File: config.mk
export PLATFORM = sky130hd
export DESIGN_NAME = key_schedule_slow
export DESIGN_NICKNAME = d
export VERILOG_FILES = /design/src/rtl/key_schedule_slow_pkg.sv /design/src/rtl/key_schedule_slow_sbox_slice.sv /design/src/rtl/key_schedule_slow.sv
export SDC_FILE = /design/constraint.sdc
export NUM_CORES = 2
export LEC_CHECK = 0
export BUFFER_PORTS_ARGS = -buffer_cell sky130_fd_sc_hd__buf_2
export CORE_ASPECT_RATIO = 1.25
export CORE_UTILIZATION = 48
export CTS_BUF_LIST = sky130_fd_sc_hd__clkbuf_16
export CTS_CLUSTER_SIZE = 40
export DETAILED_ROUTE_END_ITERATION = 7
export GPL_ROUTABILITY_DRIVEN = 0
export PLACE_DENSITY = 0.63
export REMOVE_ABC_BUFFERS = 1
export SLEW_MARGIN = 20
export SYNTH_ARGS = -nofsm -noshare
export SYNTH_HDL_FRONTEND = slang
export SYNTH_SLANG_ARGS = --single-unit
File: constraint.sdc
create_clock -name i_clk -period 23.6 [get_ports i_clk]
set_input_delay 1.18 -clock i_clk [delete_from_list [all_inputs] [get_ports i_clk]]
set_output_delay 1.18 -clock i_clk [all_outputs]
set_load 0.03 [all_outputs]
File: src/rtl/key_schedule_slow_pkg.sv
// Shared constants, S-box tables and state type for the Serpent key schedule.
// Optional feature: SERPENT_KS_IP_EN applies the initial permutation to subkeys.
package key_schedule_slow_pkg;

    localparam logic [31:0] PHI         = 32'h9E3779B9;
    localparam int          NUM_SUBKEYS = 33;
    localparam int          LAST_WORD   = 131;

    typedef enum logic {
        IDLE = 1'b0,
        GEN  = 1'b1
    } ks_state_t;

    localparam logic [3:0] SBOX [8][16] = '{
        '{4'h3, 4'h8, 4'hF, 4'h1, 4'hA, 4'h6, 4'h5, 4'hB,
          4'hE, 4'hD, 4'h4, 4'h2, 4'h7, 4'h0, 4'h9, 4'hC},
        '{4'hF, 4'hC, 4'h2, 4'h7, 4'h9, 4'h0, 4'h5, 4'hA,
          4'h1, 4'hB, 4'hE, 4'h8, 4'h6, 4'hD, 4'h3, 4'h4},
        '{4'h8, 4'h6, 4'h7, 4'h9, 4'h3, 4'hC, 4'hA, 4'hF,
          4'hD, 4'h1, 4'hE, 4'h4, 4'h0, 4'hB, 4'h5, 4'h2},
        '{4'h0, 4'hF, 4'hB, 4'h8, 4'hC, 4'h9, 4'h6, 4'h3,
          4'hD, 4'h1, 4'h2, 4'h4, 4'hA, 4'h7, 4'h5, 4'hE},
        '{4'h1, 4'hF, 4'h8, 4'h3, 4'hC, 4'h0, 4'hB, 4'h6,
          4'h2, 4'h5, 4'h4, 4'hA, 4'h9, 4'hE, 4'h7, 4'hD},
        '{4'hF, 4'h5, 4'h2, 4'hB, 4'h4, 4'hA, 4'h9, 4'hC,
          4'h0, 4'h3, 4'hE, 4'h8, 4'hD, 4'h6, 4'h7, 4'h1},
        '{4'h7, 4'h2, 4'hC, 4'h5, 4'h8, 4'h4, 4'h6, 4'hB,
          4'hE, 4'h9, 4'h1, 4'hF, 4'hD, 4'h3, 4'hA, 4'h0},
        '{4'h1, 4'hD, 4'hF, 4'h0, 4'hE, 4'h8, 4'h2, 4'hB,
          4'h7, 4'h4, 4'hC, 4'hA, 4'h9, 4'h3, 4'h5, 4'h6}
    };

    // Initial permutation: output bit 4k+m takes bit k of word m.
    function automatic logic [127:0] serpent_ip(input logic [127:0] x);
        logic [127:0] y;
        y = '0;
        for (int k = 0; k < 32; k++) begin
            for (int m = 0; m < 4; m++) begin
                y[4*k+m] = x[32*m+k];
            end
        end
        return y;
    endfunction

endpackage

File: src/rtl/key_schedule_slow_sbox_slice.sv
// Bitsliced Serpent S-box over four 32-bit words; x0 is the LSB word.
// Purely combinational, the S-box is chosen by a 3-bit select.
module serpent_sbox_slice
    import key_schedule_slow_pkg::*;
(
    input  logic [2:0]   sel,
    input  logic [31:0]  x0,
    input  logic [31:0]  x1,
    input  logic [31:0]  x2,
    input  logic [31:0]  x3,
    output logic [127:0] y
);

    logic [3:0] nib;

    // Each bit column forms one nibble, substituted and scattered back.
    always_comb begin
        y   = '0;
        nib = '0;
        for (int b = 0; b < 32; b++) begin
            nib = SBOX[sel][{x3[b], x2[b], x1[b], x0[b]}];
            y[b]      = nib[0];
            y[32 + b] = nib[1];
            y[64 + b] = nib[2];
            y[96 + b] = nib[3];
        end
    end

endmodule

File: src/rtl/key_schedule_slow.sv
// Serial Serpent key schedule: one prekey word per cycle, a subkey every 4.
// Define SERPENT_KS_IP_EN to emit subkeys in standard (IP) form.
module key_schedule_slow
    import key_schedule_slow_pkg::*;
(
    input  logic         i_clk,
    input  logic         i_rst,
    input  logic         i_begin,
    input  logic [255:0] i_key,
    output logic [127:0] o_subkey,
    output logic [5:0]   o_address,
    output logic         o_subkey_valid
);

    localparam logic [7:0] LAST_J = 8'(LAST_WORD);

    ks_state_t    state;
    logic [31:0]  win [8];
    logic [7:0]   j;
    logic [31:0]  mix;
    logic [31:0]  w_new;
    logic [2:0]   sel;
    logic [127:0] sliced;
    logic [127:0] subkey_d;

    // Next prekey word from the sliding window; win[k] holds w(j-8+k).
    always_comb begin
        mix   = win[0] ^ win[3] ^ win[5] ^ win[7] ^ PHI ^ {24'd0, j};
        w_new = {mix[20:0], mix[31:21]};
    end

    // Subkey i uses S-box (3 - i) mod 8, with i = j / 4.
    assign sel = 3'd3 - j[4:2];

    serpent_sbox_slice u_sbox (
        .sel (sel),
        .x0  (win[5]),
        .x1  (win[6]),
        .x2  (win[7]),
        .x3  (w_new),
        .y   (sliced)
    );

`ifdef SERPENT_KS_IP_EN
    assign subkey_d = serpent_ip(sliced);
`else
    assign subkey_d = sliced;
`endif

    // Control FSM, prekey window shift and registered subkey outputs.
    always_ff @(posedge i_clk or posedge i_rst) begin
        if (i_rst) begin
            state          <= IDLE;
            j              <= '0;
            o_subkey       <= '0;
            o_address      <= '0;
            o_subkey_valid <= 1'b0;
            for (int k = 0; k < 8; k++) begin
                win[k] <= '0;
            end
        end else begin
            o_subkey_valid <= 1'b0;
            unique case (state)
                IDLE: begin
                    if (i_begin) begin
                        for (int k = 0; k < 8; k++) begin
                            win[k] <= i_key[32*k +: 32];
                        end
                        j     <= '0;
                        state <= GEN;
                    end
                end
                GEN: begin
                    for (int k = 0; k < 7; k++) begin
                        win[k] <= win[k+1];
                    end
                    win[7] <= w_new;
                    j      <= j + 8'd1;
                    if (j[1:0] == 2'b11) begin
                        o_subkey       <= subkey_d;
                        o_address      <= j[7:2];
                        o_subkey_valid <= 1'b1;
                    end
                    if (j == LAST_J) begin
                        state <= IDLE;
                    end
                end
                default: state <= IDLE;
            endcase
        end
    end

endmodule

* Word-level counts from Yosys, hierarchy flattened
Memories as Yosys holds them, arrays and structs flattened.
Cells that the tools add are included.
** Word-level totals
- ROM bits :: 512
- Output and inout bits :: 135
- Memories kept :: 1
- Bits of input ports :: 259
- Register bits :: 400
- Word-level logic and storage cells :: 199
** Memories
- (name not given) :: words 8, width 64, read ports 1, clocked after memory_dff 0, write ports 0, line key_schedule_slow_sbox_slice.sv:21 : nib = SBOX[sel][{x3[b], x2[b], x1[b], x0[b]}];
** Operators by class
- Reduce and logical (&&, ||, !) cells :: 1
- Magnitude comparators :: 33
- Add/sub/neg operators :: 2
- Bitwise logic cells :: 39
- Eq/ne operators :: 3
- Muxes and demuxes :: 107
** Operators with widths (count)
- $bmux W4 S4 :: 32
- $pmux W256 S2 :: 1
- $mux W256 :: 1
- $mux W4 :: 64
- $ge A5 B5 Y1 const B :: 32
- $not A4 Y5 :: 32
- $mux W64 :: 2
- $xor A32 B32 Y32 :: 3
- $xor A32 B8 Y32 :: 1
- $not A20 Y20 :: 1
- $pmux W8 S2 :: 1
- $add A8 B1 Y8 const B :: 1
- $eq A8 B8 Y1 const B :: 1
- $mux W8 :: 1
- $ge A4 B4 Y1 const B :: 1
- $mux W1 :: 4
- $not A3 Y4 :: 1
- $sub A2 B3 Y3 const A :: 1
- $eq A2 B2 Y1 const B :: 1
- $ne A2 B2 Y1 const B :: 1
- $pmux W1 S2 :: 1
- $reduce_and A2 Y1 :: 1
- $not A1 Y1 :: 1

* Longest topological paths before layout
- Depth after elaboration :: 9
- Gate-level depth with buffers :: 16
- Gate-level depth less buffers :: 8

* Cells and area by module
Synthesis repeated with hierarchy kept, for this count alone.
** Second synthesis, totals
- Cell total of the unflattened synthesis :: 5283
- Area total of the unflattened synthesis :: 42946.2 µm²
** By module, submodules not included
- serpent_sbox_slice :: cells each 3737, area an instance 24567.3 µm², seq. area each 0.0 µm², times used 1
- key_schedule_slow :: cells each 1546, area an instance 18378.9 µm², seq. area each 10009.6 µm², times used 1

* Worst setup path before layout
Ideal clock, no wire load.
- Kind :: reg2reg
- Start :: reg j[3]
- End :: reg o_subkey[54]
- Setup time :: 0.125 ns
- Path buffers :: 5
- Arrival time :: 3.348 ns
- Period minus slack after synthesis :: 3.472 ns
- Cell stages (with the launch flop) :: 12
- Setup slack :: 20.128 ns
- Required time :: 23.475 ns
- Cell sequence :: dfrtp_1 -> buf_2 -> inv_1 -> clkbuf_1 -> clkbuf_1 -> ha_1 -> clkbuf_1 -> mux2_2 -> clkbuf_1 -> mux4_2 -> mux4_2 -> mux2_2
** Between the ends
- Word-level cells in the longest chain between the ends :: 8
** RTL lines
- from (decl) :: line key_schedule_slow.sv:19 : logic [7:0] j;
- from (signal assigned) :: line key_schedule_slow.sv:78 : j <= j + 8'd1;
- $sub A2 B3 Y3 :: line key_schedule_slow.sv:33 : assign sel = 3'd3 - j[4:2];
- $not A3 Y4 (not written as such) :: line key_schedule_slow_sbox_slice.sv:21
- $mem_v2 Z8 W64
- $mux W64 (2 in series)
- $bmux W4 S4 :: line key_schedule_slow_sbox_slice.sv:21
- $mux W4 (not written as such) (2 in series) :: line key_schedule_slow_sbox_slice.sv:21
- to (signal assigned) :: line key_schedule_slow.sv:80 : o_subkey <= subkey_d;
- to (decl) :: line key_schedule_slow.sv:10 : output logic [127:0] o_subkey,
No other way between the ends. The select of a mux whose other input is x is not followed.
A chain may end at the register's enable or synchronous reset.

* Final worst setup path
- Start :: reg j[3]
- End :: reg o_subkey[75]
** Between the ends
- Word-level cells in the longest chain between the ends :: 8
** RTL lines (line)
- $sub A2 B3 Y3 :: key_schedule_slow.sv:33
- $not A3 Y4 (not written as such) :: key_schedule_slow_sbox_slice.sv:21
- $mem_v2 Z8 W64
- $mux W64 (not written as such) :: key_schedule_slow_sbox_slice.sv:21
- $mux W64
- $bmux W4 S4 :: key_schedule_slow_sbox_slice.sv:21
- $mux W4 (not written as such) (2 in series) :: key_schedule_slow_sbox_slice.sv:21
No other way between the ends. The select of a mux whose other input is x is not followed.

==> flow_summary.toml <==
[global_route]
antenna_found_initial = 11
grt_usage = 0.406
grt_overflow = 0
grt_pass1_wl_um = 248000
grt_start_max_net_pins = 128
grt_pass1_vias = 36300

[logic_synthesis]
synth-edff-count = 0
async_flop_share = 1.00
synthTopCellsByArea = "dfrtp_1, mux4_2, mux2i_1"
synth_seq_cells = 400
netlist_instances = 4504
synth_xor_area_frac = 0.0315
synthMuxAreaShare = 0.270
synth-main-ff-cell = "dfrtp_1"
avgSynthCellArea_um2 = 8.56
netlist_area_um2 = 38500
synthTopCellsByCount = "nand2_1, o21ai_0, clkbuf_1"
yosys.area_share.simple = 0.129
synth_top_area_share = 0.260
synth-compound-area-share = 0.235
synth_top_family_by_area = "multiplexers"
yosys.area.top_type = "dfrtp_1"
ys_warn_count = 0
synthAdderAreaFrac = 0.00292
synth.distinct_cells = 82
seq_area_frac_synth = 0.260
synth.most_common_cell = "nand2_1"

[detailed_routing]
routed_via_density = 7.07
detail_route.wl_per_cell_um = 30.6
wl_met1_um = 58900
wl_met2_um = 70600
wl_met3_um = 25000
drtAntennaViolNets = 0
drc = 0
drt_wl_total_um = 169000
highest_layer = "met5"
drt_iter0_drc = 6479
drt_first_pass_iters = 7
vias = 39000

[worst_setup_path]
startpoint = "j[3]$_DFFE_PP0P_"
crit_arrival_ns = 5.68
cpPeakStageDelay_ns = 0.86
start_kind = "flip-flop"
worstPathMaxFanout = 45
crit_top_cell = "nor2_1"
end_kind = "flip-flop"
regToRegStartpoint = "j[3]$_DFFE_PP0P_"
cp_slowest_cell = "and2_2"
path_cells = "inv_2 > ha_2 > buf_4 > and2_2 > nor2_1 > mux4_2 > nor2_1 > a21oi_1 > a221o_1"
worstSetupPathType = "reg2reg"
cp_data_required_time_ns = 24.13

[sta]
fin_crit_sh = 0.218
max_freq_mhz = 194
setup_tns_ns = 0
worst_hold_slack_ns = 0.466
worst_slew_pin_slew_ns = 1.43
drv_slew = 0
finalSetupViolations = 0
fin_crit_ns = 5.15
clock_skew_ns = 0.0375
rsz0062_at_grt = "false"
slew_headroom = 0.0404
finalHoldViolCount = 0
fin_ws_ns = 18.45

[final_layout]
layout-drive-gt1-share = 0.223
final_area_um2 = 42000
area_delta_synth_final_pct = 9.05
fin_nets = 4703

[clock_tree]
h-tree-depth = 2
cts_buffers = 48
cts.sinks = 400
clock_latency_ns = 0.67
tritoncts = "done"
cts_setup_buffers = 0
cts_buffer_depth = 3
clkTransAtPathRegs_ns = 0.06
cts-root-buf = "clkbuf_16"
ctsHoldBuffers = 0
cts_resized = 0

[floorplanning]
die-width_um = 255
num_rows = 115
core_um2 = 79100
chipHeight_um = 319
die-area_um2 = 81400
start_util = 0.487
ios = 394

[place]
hpwl_um = 105000
place.port_buffers = 393
dp_slack_ns = 18.82
place_area_um2 = 40500

[worst_hold_path]
hp-start = "win[195]$_DFFE_PP0P_"
hold_class = "reg2reg"

[run]
max_cap_violations = 0

[run_status]
status = "finished, final reports clean"
[worst max-delay path, delay by kind of cell, from the launching register on]
kind | cells | cell delay [ns]
buffers and inverters | 2 | 1.16
AO/OA/AOI/OAI | 2 | 0.40
flip-flops | 1 | 0.70
adder cells (fa/ha/maj) | 1 | 0.64
multiplexers | 1 | 0.59
AND/OR/NAND/NOR | 3 | 1.50
[layout by cell type, fill, tap and decap left out, drive strengths merged, types with 52 or more instances in the layout]
cell type,Yosys,final
mux2i,367,367
buf,183,518
nor2,268,268
mux4,277,277
nor3,77,77
o211ai,118,118
a31oi,71,71
a21oi,282,282
nand3,72,72
inv,40,52
o21ai,493,493
dfrtp,400,400
nand2,581,581
xnor2,104,104
a211oi,100,100
[kinds of logic after synthesis]
logic type	count (synthesis)
AOI/OAI and AO/OA	1429
xor gates and xnor gates	137
adders and majority gates	9
buffers and inverters	690
DFF	400
muxes	684
and+or+nand+nor	1155
[routing by layer]
metal | vias to the layer above | track usage
li1 | 16600 | -
met1 | 18500 | 0.498
met2 | 3116 | 0.585
met3 | 870 | 0.155
met4 | 20 | 0.287
met5 | - | 0.00177
[stage by stage]
step | cells | utilization
after floorplan | 3867 | -
after global placement | 5438 | 0.511
after detailed placement | 5438 | 0.511
after CTS | 5522 | 0.531
after global routing | 5523 | 0.531
final | 5524 | 0.531
[final timing paths]
| check | end | slack, ns | cells past startpoint |
|---|---|---|---|
| max | o_subkey[75]$_DFFE_PP0P_ | 18.45 | 9 |
| min | win[227]$_DFFE_PP0P_ | 0.47 | 2 |
| max reg2reg | o_subkey[75]$_DFFE_PP0P_ | 18.45 | 9 |
| min reg2reg | win[227]$_DFFE_PP0P_ | 0.47 | 2 |
| max in group asynchronous | win[35]$_DFFE_PP0P_ | 21.02 | 4 |
| min in group asynchronous | win[246]$_DFFE_PP0P_ | 0.59 | 2 |
[sequential cells by signal (all words and copies together), names as in the netlist]
signal,flops
o_subkey_valid,1
o_subkey,128
state,1
j,8
o_address,6
win,256
[layout make-up]
class / instances / area [µm²]
Clock buffer: 49 / 1230
Sequential cell: 400 / 10000
Clock inverter: 35 / 307
Antenna cell: 2 / 5.00
Inverter: 53 / 211
Timing Repair Buffer: 518 / 2950
Fill cell: 7457 / 37100
Tap cell: 1053 / 1320
Multi-Input combinational cell: 3414 / 26000
Power is not shown: default switching activity piles up to over one toggle a cycle in this logic, so the estimate is an artifact.
